--- config.mk ---
export PLATFORM = sky130hd
export DESIGN_NAME = collision_detector
export DESIGN_NICKNAME = d
export VERILOG_FILES = /design/src/rtl/collision_detector_pkg.sv /design/src/rtl/collision_box_compare.sv /design/src/rtl/collision_detector.sv
export SDC_FILE = /design/constraint.sdc
export NUM_CORES = 1
export LEC_CHECK = 0
export BUFFER_PORTS_ARGS = -buffer_cell sky130_fd_sc_hd__buf_2
export CORE_MARGIN = 2
export CORE_UTILIZATION = 45
export CTS_CLUSTER_DIAMETER = 50
export CTS_CLUSTER_SIZE = 12
export DETAILED_ROUTE_END_ITERATION = 7
export PLACE_DENSITY = 0.67
export SLEW_MARGIN = 15
export SYNTH_ARGS = -nofsm -noshare
export SYNTH_HDL_FRONTEND = slang
export SYNTH_HIERARCHICAL = 1
export SYNTH_SLANG_ARGS = --single-unit
--- constraint.sdc ---
create_clock -name i_Clk -period 4.9 [get_ports i_Clk]
set_input_delay 0.98 -clock i_Clk [delete_from_list [all_inputs] [get_ports i_Clk]]
set_output_delay 0.98 -clock i_Clk [all_outputs]
set_load 0.05 [all_outputs]
--- src/rtl/collision_detector_pkg.sv ---
// collision_detector_pkg: shared game geometry constants and collision FSM encoding
package collision_detector_pkg;
  localparam int COORD_W = 10;
  localparam int TILE_SIZE = 32;
  localparam int CAR_WIDTH = 64;
  localparam int NUM_CARS = 8;
  typedef enum logic [1:0] {IDLE, SCAN, HIT, GRACE} state_t;
endpackage

--- src/rtl/collision_box_compare.sv ---
// collision_box_compare: combinational 11-bit overlap test of a frog tile box against a car box
module collision_box_compare
  import collision_detector_pkg::*;
(
  input  logic [COORD_W-1:0] fx,
  input  logic [COORD_W-1:0] fy,
  input  logic [COORD_W-1:0] cx,
  input  logic [COORD_W-1:0] cy,
  output logic               overlap
);
  logic [COORD_W:0] fx_w, fy_w, cx_w, cy_w;
  assign fx_w = {1'b0, fx};
  assign fy_w = {1'b0, fy};
  assign cx_w = {1'b0, cx};
  assign cy_w = {1'b0, cy};
  assign overlap = (fx_w < cx_w + (COORD_W + 1)'(CAR_WIDTH)) && (cx_w < fx_w + (COORD_W + 1)'(TILE_SIZE)) &&
                   (fy_w < cy_w + (COORD_W + 1)'(TILE_SIZE)) && (cy_w < fy_w + (COORD_W + 1)'(TILE_SIZE));
endmodule

--- src/rtl/collision_detector.sv ---
// collision_detector: frame-synchronous serial frog/car overlap checker with hit pulse and grace period
module collision_detector
  import collision_detector_pkg::*;
#(
  parameter int NUM_CARS = collision_detector_pkg::NUM_CARS,
  parameter int HIT_CYCLES = 4,
  parameter int GRACE_FRAMES = 60
) (
  input  logic                        i_Clk,
  input  logic                        i_Rst,
  input  logic                        i_Frame_Start,
  input  logic [COORD_W-1:0]          i_Frog_X,
  input  logic [COORD_W-1:0]          i_Frog_Y,
  input  logic [COORD_W*NUM_CARS-1:0] i_Car_X,
  input  logic [COORD_W*NUM_CARS-1:0] i_Car_Y,
  output logic                        o_Has_Collided,
  output logic [3:0]                  o_Hit_Car,
  output logic [7:0]                  o_Hit_Count,
  output logic                        o_Busy
);
  localparam int HW = HIT_CYCLES > 1 ? $clog2(HIT_CYCLES) : 1;
  localparam int GW = GRACE_FRAMES > 0 ? $clog2(GRACE_FRAMES + 1) : 1;
  state_t st, nxt;
  logic [COORD_W-1:0] fx, fy, cx, cy;
  logic [COORD_W*NUM_CARS-1:0] car_x, car_y;
  logic [3:0] idx;
  logic [HW-1:0] hc;
  logic [GW-1:0] gc;
  logic hit, last, hc_done;
  assign cx = car_x[COORD_W*idx +: COORD_W];
  assign cy = car_y[COORD_W*idx +: COORD_W];
  assign last = idx == 4'(NUM_CARS - 1);
  assign hc_done = hc == HW'(HIT_CYCLES - 1);
  collision_box_compare u_cmp (
    .fx(fx),
    .fy(fy),
    .cx(cx),
    .cy(cy),
    .overlap(hit)
  );
  always_comb begin
    nxt = st;
    case (st)
      IDLE:    nxt = i_Frame_Start ? SCAN : IDLE;
      SCAN:    nxt = hit ? HIT : (last ? IDLE : SCAN);
      HIT:     nxt = hc_done ? (GRACE_FRAMES > 0 ? GRACE : IDLE) : HIT;
      GRACE:   nxt = (i_Frame_Start && gc == GW'(1)) ? IDLE : GRACE;
      default: nxt = IDLE;
    endcase
  end
  always_ff @(posedge i_Clk) begin
    if (i_Rst) begin
      st <= IDLE;
      fx <= '0;
      fy <= '0;
      car_x <= '0;
      car_y <= '0;
      idx <= '0;
      hc <= '0;
      gc <= '0;
      o_Has_Collided <= 1'b0;
      o_Hit_Car <= '0;
      o_Hit_Count <= '0;
      o_Busy <= 1'b0;
    end else begin
      st <= nxt;
      o_Has_Collided <= nxt == HIT;
      o_Busy <= nxt == SCAN || nxt == HIT;
      if (st == IDLE && i_Frame_Start) begin
        fx <= i_Frog_X;
        fy <= i_Frog_Y;
        car_x <= i_Car_X;
        car_y <= i_Car_Y;
        idx <= '0;
      end
      if (st == SCAN) idx <= idx + 4'd1;
      if (st == SCAN && hit) begin
        o_Hit_Car <= idx;
        o_Hit_Count <= o_Hit_Count + 8'd1;
        hc <= '0;
      end
      if (st == HIT) hc <= hc + HW'(1);
      if (st == HIT && hc_done) gc <= GW'(GRACE_FRAMES);
      if (st == GRACE && i_Frame_Start) gc <= gc - GW'(1);
    end
  end
endmodule

==> flow_summary.toml, run 1 <==
[grt]
first_global_vias = 8049
antenna_found_initial = 0
use_met1_pct = 31.0
top_usage_layer = "met2"
grtUsageMet2_pct = 34.7
grtUsageTotal_pct = 21.9
grt_max_degree = 133
grt_pass1_wl_mm = 41.6
overflow = 0
use_met3_pct = 3.94

[cells_and_area]
multi_input_area_mm2 = 0.00510
area.growth.synth_to_final_pct = 16.6
nNetsFinal = 1532
n_fill_cell = 2040
stdcell_count = 1592
regArea_mm2 = 0.00417
diodes = 0
drive_gt1_share_pct = 21.7

[floorplan]
core-area_mm2 = 0.0216
initial_core_util_pct = 45.5
rows = 54
die_w_um = 152
die_area_mm2 = 0.0230
io_pins = 197
dieHeight_um = 152

[yosys]
synthMuxAreaShare_pct = 11.4
syn_nets = 1382
synth-adder-area-share_pct = 5.73
ys_types = 53
synth_compound_gate_area_share_pct = 13.6
synth_xor_area_share_pct = 1.25
synth_top_family_by_area = "simple AND/OR/NAND/NOR gates"
synth-async-reset-ratio_pct = 0
ys_seq_area_share_pct = 42.3
synth-simple-area-share_pct = 19.8
yosysWarnings = 6
synthCells = 1154
synth_seq_cells = 208
synth_ff_type = "dfxtp_1"
synth-edff-count = 0
avgSynthCellArea_um2 = 8.52
synth.cell_area_mm2 = 0.00983

[drt]
drc = 0
wl_per_cell_um = 16.3
vias_per_cell = 5.31
antenna_left = 0
drt_iter0_drc = 583
wl_mm = 25.9
first_pass_iters = 5
num_vias = 8455

[clock_tree]
clkSinkCount = 208
clockRootBuffer = "clkbuf_16"
clkLatencyLatePin_ps = 500
cts_tree = "yes"
clockBufferDepth = 3
postCtsResizedCells = 0
cts_hold_buf = 0
cts_inserted_buffers = 23
cts-htree-levels = 1
cts_setup_buffers = 0
clk_pin_slew_ps = 60

[placed_design]
dp_hpwl_mm = 18.5
placedCellCount = 1559
port_buffers = 196
routabilityCongestion = 0.862

[timing]
fin_skew_ps = 8.41
rsz0062_at_grt = "false"
setup_tns_ps = 0
slew_violations = 0
hold_viol = 0
worstMarginPinSlew_ps = 942
clock.fmax_mhz = 229
fin_crit_sh_pct = 89.0
relSlewSlack_pct = 37.2
setup_viol = 0
period_minus_slack_ps = 4360

[pwr]
powerDensity_mw_per_mm2 = 442
ir_drop_v = 0.000253
p_leak_nw = 4.60

[worst_setup_path]
start_kind = "register"
reg2reg_slack_ps = 540
rr_worst_depth = 15
path_cells = "buf_4 -> mux4_2 -> mux2i_1 -> nor2_1 -> ha_1 -> nand3_1 -> xor2_1 -> ha_1 -> o2111ai_1 -> a31oi_1 -> a32o_1 -> nor4_2 -> nand3b_1 -> or4_1 -> a21oi_1"
worstPathArrival_ps = 4780
startpoint = "idx[0]"
crit_type = "reg2reg"
cpMaxStageDelayCell = "or4_1"
cpMostUsedCell = "ha_1"
crit_path_max_fanout = 19
r2r_end = "o_Hit_Count[7]"
r2r-start = "idx[0]"
max_stage_delay_ps = 570
worstPathRequired_ps = 5330
end_kind = "register"

[worst_hold_path]
holdPathStages = 2
hold_path_startpoint = "car_x[73]"
whs_endpoint = "car_x[73]"
hp-class = "reg2reg"

[flow_run]
cap_violations = 0

[run_status]
outcome = "finished clean"
-- worst max path at each step --
stage | endpoint | slack (ps)
after global placement | o_Hit_Count[7] | 730
after floorplan | o_Hit_Count[5] | 1220
after global routing | o_Hit_Count[7] | 310
final | o_Hit_Count[7] | 540
after detailed placement | o_Hit_Count[7] | 620
after CTS | o_Hit_Count[7] | 560
-- report_power, final --
| part | switching [W] | internal, W |
|---|---|---|
| clock | 0.000672 | 0.000865 |
| combinational | 0.000850 | 0.000570 |
| sequential | 0.000182 | 0.00193 |
| total | 0.00170 | 0.00336 |
-- flip-flops by register name, summed over array words and instances (netlist names) --
name	cells
car_y	80
fy	10
fx	10
idx	4
gc	6
o_Busy	1
hc	2
car_x	80
o_Hit_Count	8
o_Hit_Car	4
st	2
o_Has_Collided	1
-- layout make-up --
class | instances | area share, %
multi-input combinational | 838 | 44.5
clock inverter | 7 | 0.436
timing repair buffer | 207 | 9.66
inverter | 26 | 0.851
clock buffer | 26 | 5.20
sequential | 208 | 36.3
tap | 280 | 3.05
-- Yosys cell counts, types with 3 or more instances --
master	instances	area share, %
mux4_2	40	9.2
a211oi_1	10	0.76
inv_1	26	0.99
or3_1	5	0.32
nand3_1	17	0.87
buf_6	10	1.1
mux2i_1	22	2.2
xnor2_1	7	0.62
nor2b_1	4	0.25
clkbuf_1	27	1.0
and3_1	3	0.19
dfxtp_1	208	42
nand2_1	376	14
a21o_1	5	0.38
nor3_1	5	0.25
nand4_1	5	0.32
nor2_1	31	1.2
o31ai_1	4	0.31
xor2_1	7	0.62
o21ai_0	7	0.36
a31oi_1	4	0.25
a21oi_1	200	10
nand3b_1	3	0.23
buf_2	28	1.4
ha_1	45	5.7
buf_4	16	1.2
nand2b_1	6	0.38
-- layer usage --
layer	routed length (µm)	share of wire [%]
met5	0	0
met4	585	2.3
met3	1590	6.1
met2	11900	46
met1	11900	46
-- cell usage in the layout (no fill, tap or decap), types with 3 or more instances in the layout --
cell / instances
buf_12: 3
nor2_1: 31
xor2_1: 7
mux2i_1: 22
and3_1: 3
a211oi_1: 10
nand4_1: 5
nand3_1: 17
nor2b_1: 4
nand2b_1: 6
ha_1: 45
buf_4: 8
a21o_1: 5
dfxtp_1: 206
nor3_1: 5
buf_2: 195
clkbuf_16: 23
xnor2_1: 7
o31ai_1: 4
o21ai_0: 7
a21oi_1: 200
nand3b_1: 3
or3_1: 5
mux4_2: 40
a31oi_1: 4
nand2_1: 376
inv_1: 26
clkinvlp_4: 3
-- worst max-delay path: cells and delay by family (launching register included) --
kind	cells	cell delay [ps]
fa+ha+maj	2	540
xor+xnor	1	170
flops	1	330
simple gates	5	1550
buf+inv	1	340
compound gates	4	620
mux	2	730
-- cell families (layout without fill, tap and decap cells) --
| family | Yosys count | in the layout |
|---|---|---|
| AOI/OAI and AO/OA | 245 | 245 |
| DFF | 208 | 208 |
| xor gates and xnor gates | 14 | 14 |
| adders and majority gates | 45 | 45 |
| and+or+nand+nor | 472 | 472 |
| muxes | 62 | 62 |
| buffers and inverters | 108 | 266 |
-- through the flow --
step	power (W)	setup slack [ps]	util, %	hold WS, ps	area (µm²)
CTS	0.00510	565	53.0	451	11500
global placement	0.00353	730	50.1	439	10800
global route	0.00535	309	53.0	470	11500
floorplan	0.00322	1220	-	433	9830
finish	0.00507	540	53.0	450	11500
detailed placement	0.00356	623	50.1	443	10800
Power figures use the tool's default switching activity.
==> inputs of run 2 (changes only) <==
--- a/config.mk
+++ b/config.mk
@@ -15,5 +15,4 @@
 export SLEW_MARGIN = 15
 export SYNTH_ARGS = -nofsm -noshare
 export SYNTH_HDL_FRONTEND = slang
-export SYNTH_HIERARCHICAL = 1
 export SYNTH_SLANG_ARGS = --single-unit
==> flow_summary.toml, run 2 <==
[floorplan]
dieHeight_um = 152
io_pins = 197
die_area_mm2 = 0.0232
rows = 54
core-area_mm2 = 0.0217
initial_core_util_pct = 45.6
die_w_um = 152

[timing]
relSlewSlack_pct = 42.0
period_minus_slack_ps = 4170
fin_crit_sh_pct = 85.2
slew_violations = 0
finalWorstSetupSlack_ps = 727
fin_skew_ps = 9.79
setup_tns_ps = 0
rsz0062_at_grt = "false"
worstMarginPinSlew_ps = 870
setup_viol = 0
hold_viol = 0
clock.fmax_mhz = 240

[grt]
overflow = 0
antenna_found_initial = 0
grt_pass1_wl_mm = 41.7
grtUsageTotal_pct = 21.7
use_met1_pct = 30.7
top_usage_layer = "met2"
grtUsageMet2_pct = 34.4
use_met3_pct = 3.21
grt_max_degree = 116
first_global_vias = 8322

[yosys]
yosysWarnings = 0
yosysTopAreaCellShare_pct = 42.1
synth.cell_area_mm2 = 0.00990
synth.most_common_cell = "nand2_1"
synth_ff_type = "dfxtp_1"
synth_seq_cells = 208
ys_seq_area_share_pct = 42.1
synth-edff-count = 0
synthTopCellsByArea = "dfxtp_1 (42%), nand2_1 (15%), a21oi_1 (11%)"
avgSynthCellArea_um2 = 8.14
synthTopCellsByCount = "nand2_1 (405), a21oi_1 (210), dfxtp_1 (208), clkbuf_1 (72), ha_1 (45)"
synth-async-reset-ratio_pct = 0
yosysTopAreaCell = "dfxtp_1"
ys_types = 49
syn_nets = 1444
synthCells = 1216

[worst_setup_path]
path_cells = "buf_4 -> mux4_2 -> nand2_1 -> nand2_1 -> nand2_1 -> inv_1 -> ha_1 -> a21oi_1 -> o21ai_0 -> a311oi_1 -> o221ai_2 -> a211o_1 -> o21ai_0 -> and2_1 -> ha_1 -> nor2_1"
end_kind = "register"
start_kind = "register"
crit_family = "compound AO/OA/AOI/OAI gates"
crit_type = "reg2reg"
startpoint = "idx[0]"
cpMostUsedCell = "nand2_1"
worstPathArrival_ps = 4630
rr_worst_depth = 16
worstPathRequired_ps = 5350
cp_num_buf_inv = 2
crit_path_max_fanout = 29
r2r-start = "idx[0]"
max_stage_delay_ps = 640
cpMaxStageDelayCell = "dfxtp_4"
worst-path-stages = 16

[clock_tree]
clkSinkCount = 208
clockRootBuffer = "clkbuf_16"
clockBufferDepth = 3
cts-htree-levels = 1
clk_pin_slew_ps = 60
cts_tree = "yes"
cts_setup_buffers = 0
clkLatencyLatePin_ps = 520
cts_inserted_buffers = 24
cts_hold_buf = 0
postCtsResizedCells = 0

[flow_run]
cap_violations = 0

[drt]
vias_per_cell = 5.25
wl_per_cell_um = 15.7
antenna_left = 0
drt_iter0_drc = 527
first_pass_iters = 6
wl_mm = 26.1
drc = 0
num_vias = 8719

[pwr]
ir_drop_v = 0.000200
p_leak_nw = 4.94
power_w = 0.00552
powerDensity_mw_per_mm2 = 467

[cells_and_area]
diodes = 0
nNetsFinal = 1599
n_fill_cell = 2048
area.growth.synth_to_final_pct = 19.4
post-route-util_pct = 54.5
top_regs = "car_x: 80 flops, car_y: 80 flops"
mostFrequentLayoutCells = "nand2_1 (404), a21oi_1 (210), dfxtp_1 (206)"
final_common_cell = "nand2_1"
final_area_mm2 = 0.0118
drive_gt1_share_pct = 21.2

[worst_hold_path]
hold_path_startpoint = "car_y[46]"
hp-class = "reg2reg"
holdPathStages = 2

[placed_design]
placed_area_mm2 = 0.0111
dp_hpwl_mm = 18.6
routabilityCongestion = 0.885
place_ws_ps = 712
port_buffers = 196

[run_status]
outcome = "finished clean"
==> run 2: final timing paths <==
| kind | endpoint | slack [ps] |
|---|---|---|
| max | o_Busy | 730 |
| min | car_y[46] | 450 |
| max reg2reg | o_Busy | 730 |
| min reg2reg | car_y[46] | 450 |
==> run 2: cells by family (layout without fill, tap and decap cells) <==
logic type / after synthesis / in the layout / synth area share (%)
xor+xnor: 12 / 12 / 1.06
buf+inv: 112 / 278 / 4.58
compound gates: 267 / 267 / 14.9
flops: 208 / 208 / 42.1
mux: 57 / 57 / 10.3
fa+ha+maj: 45 / 45 / 5.69
simple gates: 515 / 515 / 21.4
==> run 2: metrics by stage <==
stage	cells	hold slack, ps
2_1_floorplan	1216	432
3_3_place_gp	1625	439
3_5_place_dp	1625	444
4_1_cts	1662	451
5_1_grt	1662	470
6_report	1662	450
==> run 2: per-layer routing <==
metal,part of all wire (%),vias to the layer above
li1,-,4430
met1,46,3998
met2,46,249
met3,5.2,42
met4,2.8,0
met5,0,-
==> run 2: layout make-up <==
cell class                      instances  area (µm²)  area share, %
Sequential cell                       208        4170           35.3
Tap cell                              280         350           2.96
Inverter                               30         113          0.953
Multi-Input combinational cell        896        5290           44.8
Timing Repair Buffer                  211        1140           9.63
Clock buffer                           26         628           5.32
Clock inverter                         11         126           1.07
==> run 2: worst min-delay path, cell delays in order, from the launching register on <==
cell and delay, ps:
dfxtp_1 300, nand2_1 50, a21oi_1 50
==> run 2: where the power goes <==
group	leakage, nW	internal (W)	switching [W]
sequential	1.71	0.00194	0.000198
clock	0.362	0.00102	0.000705
combinational	2.87	0.000646	0.00100
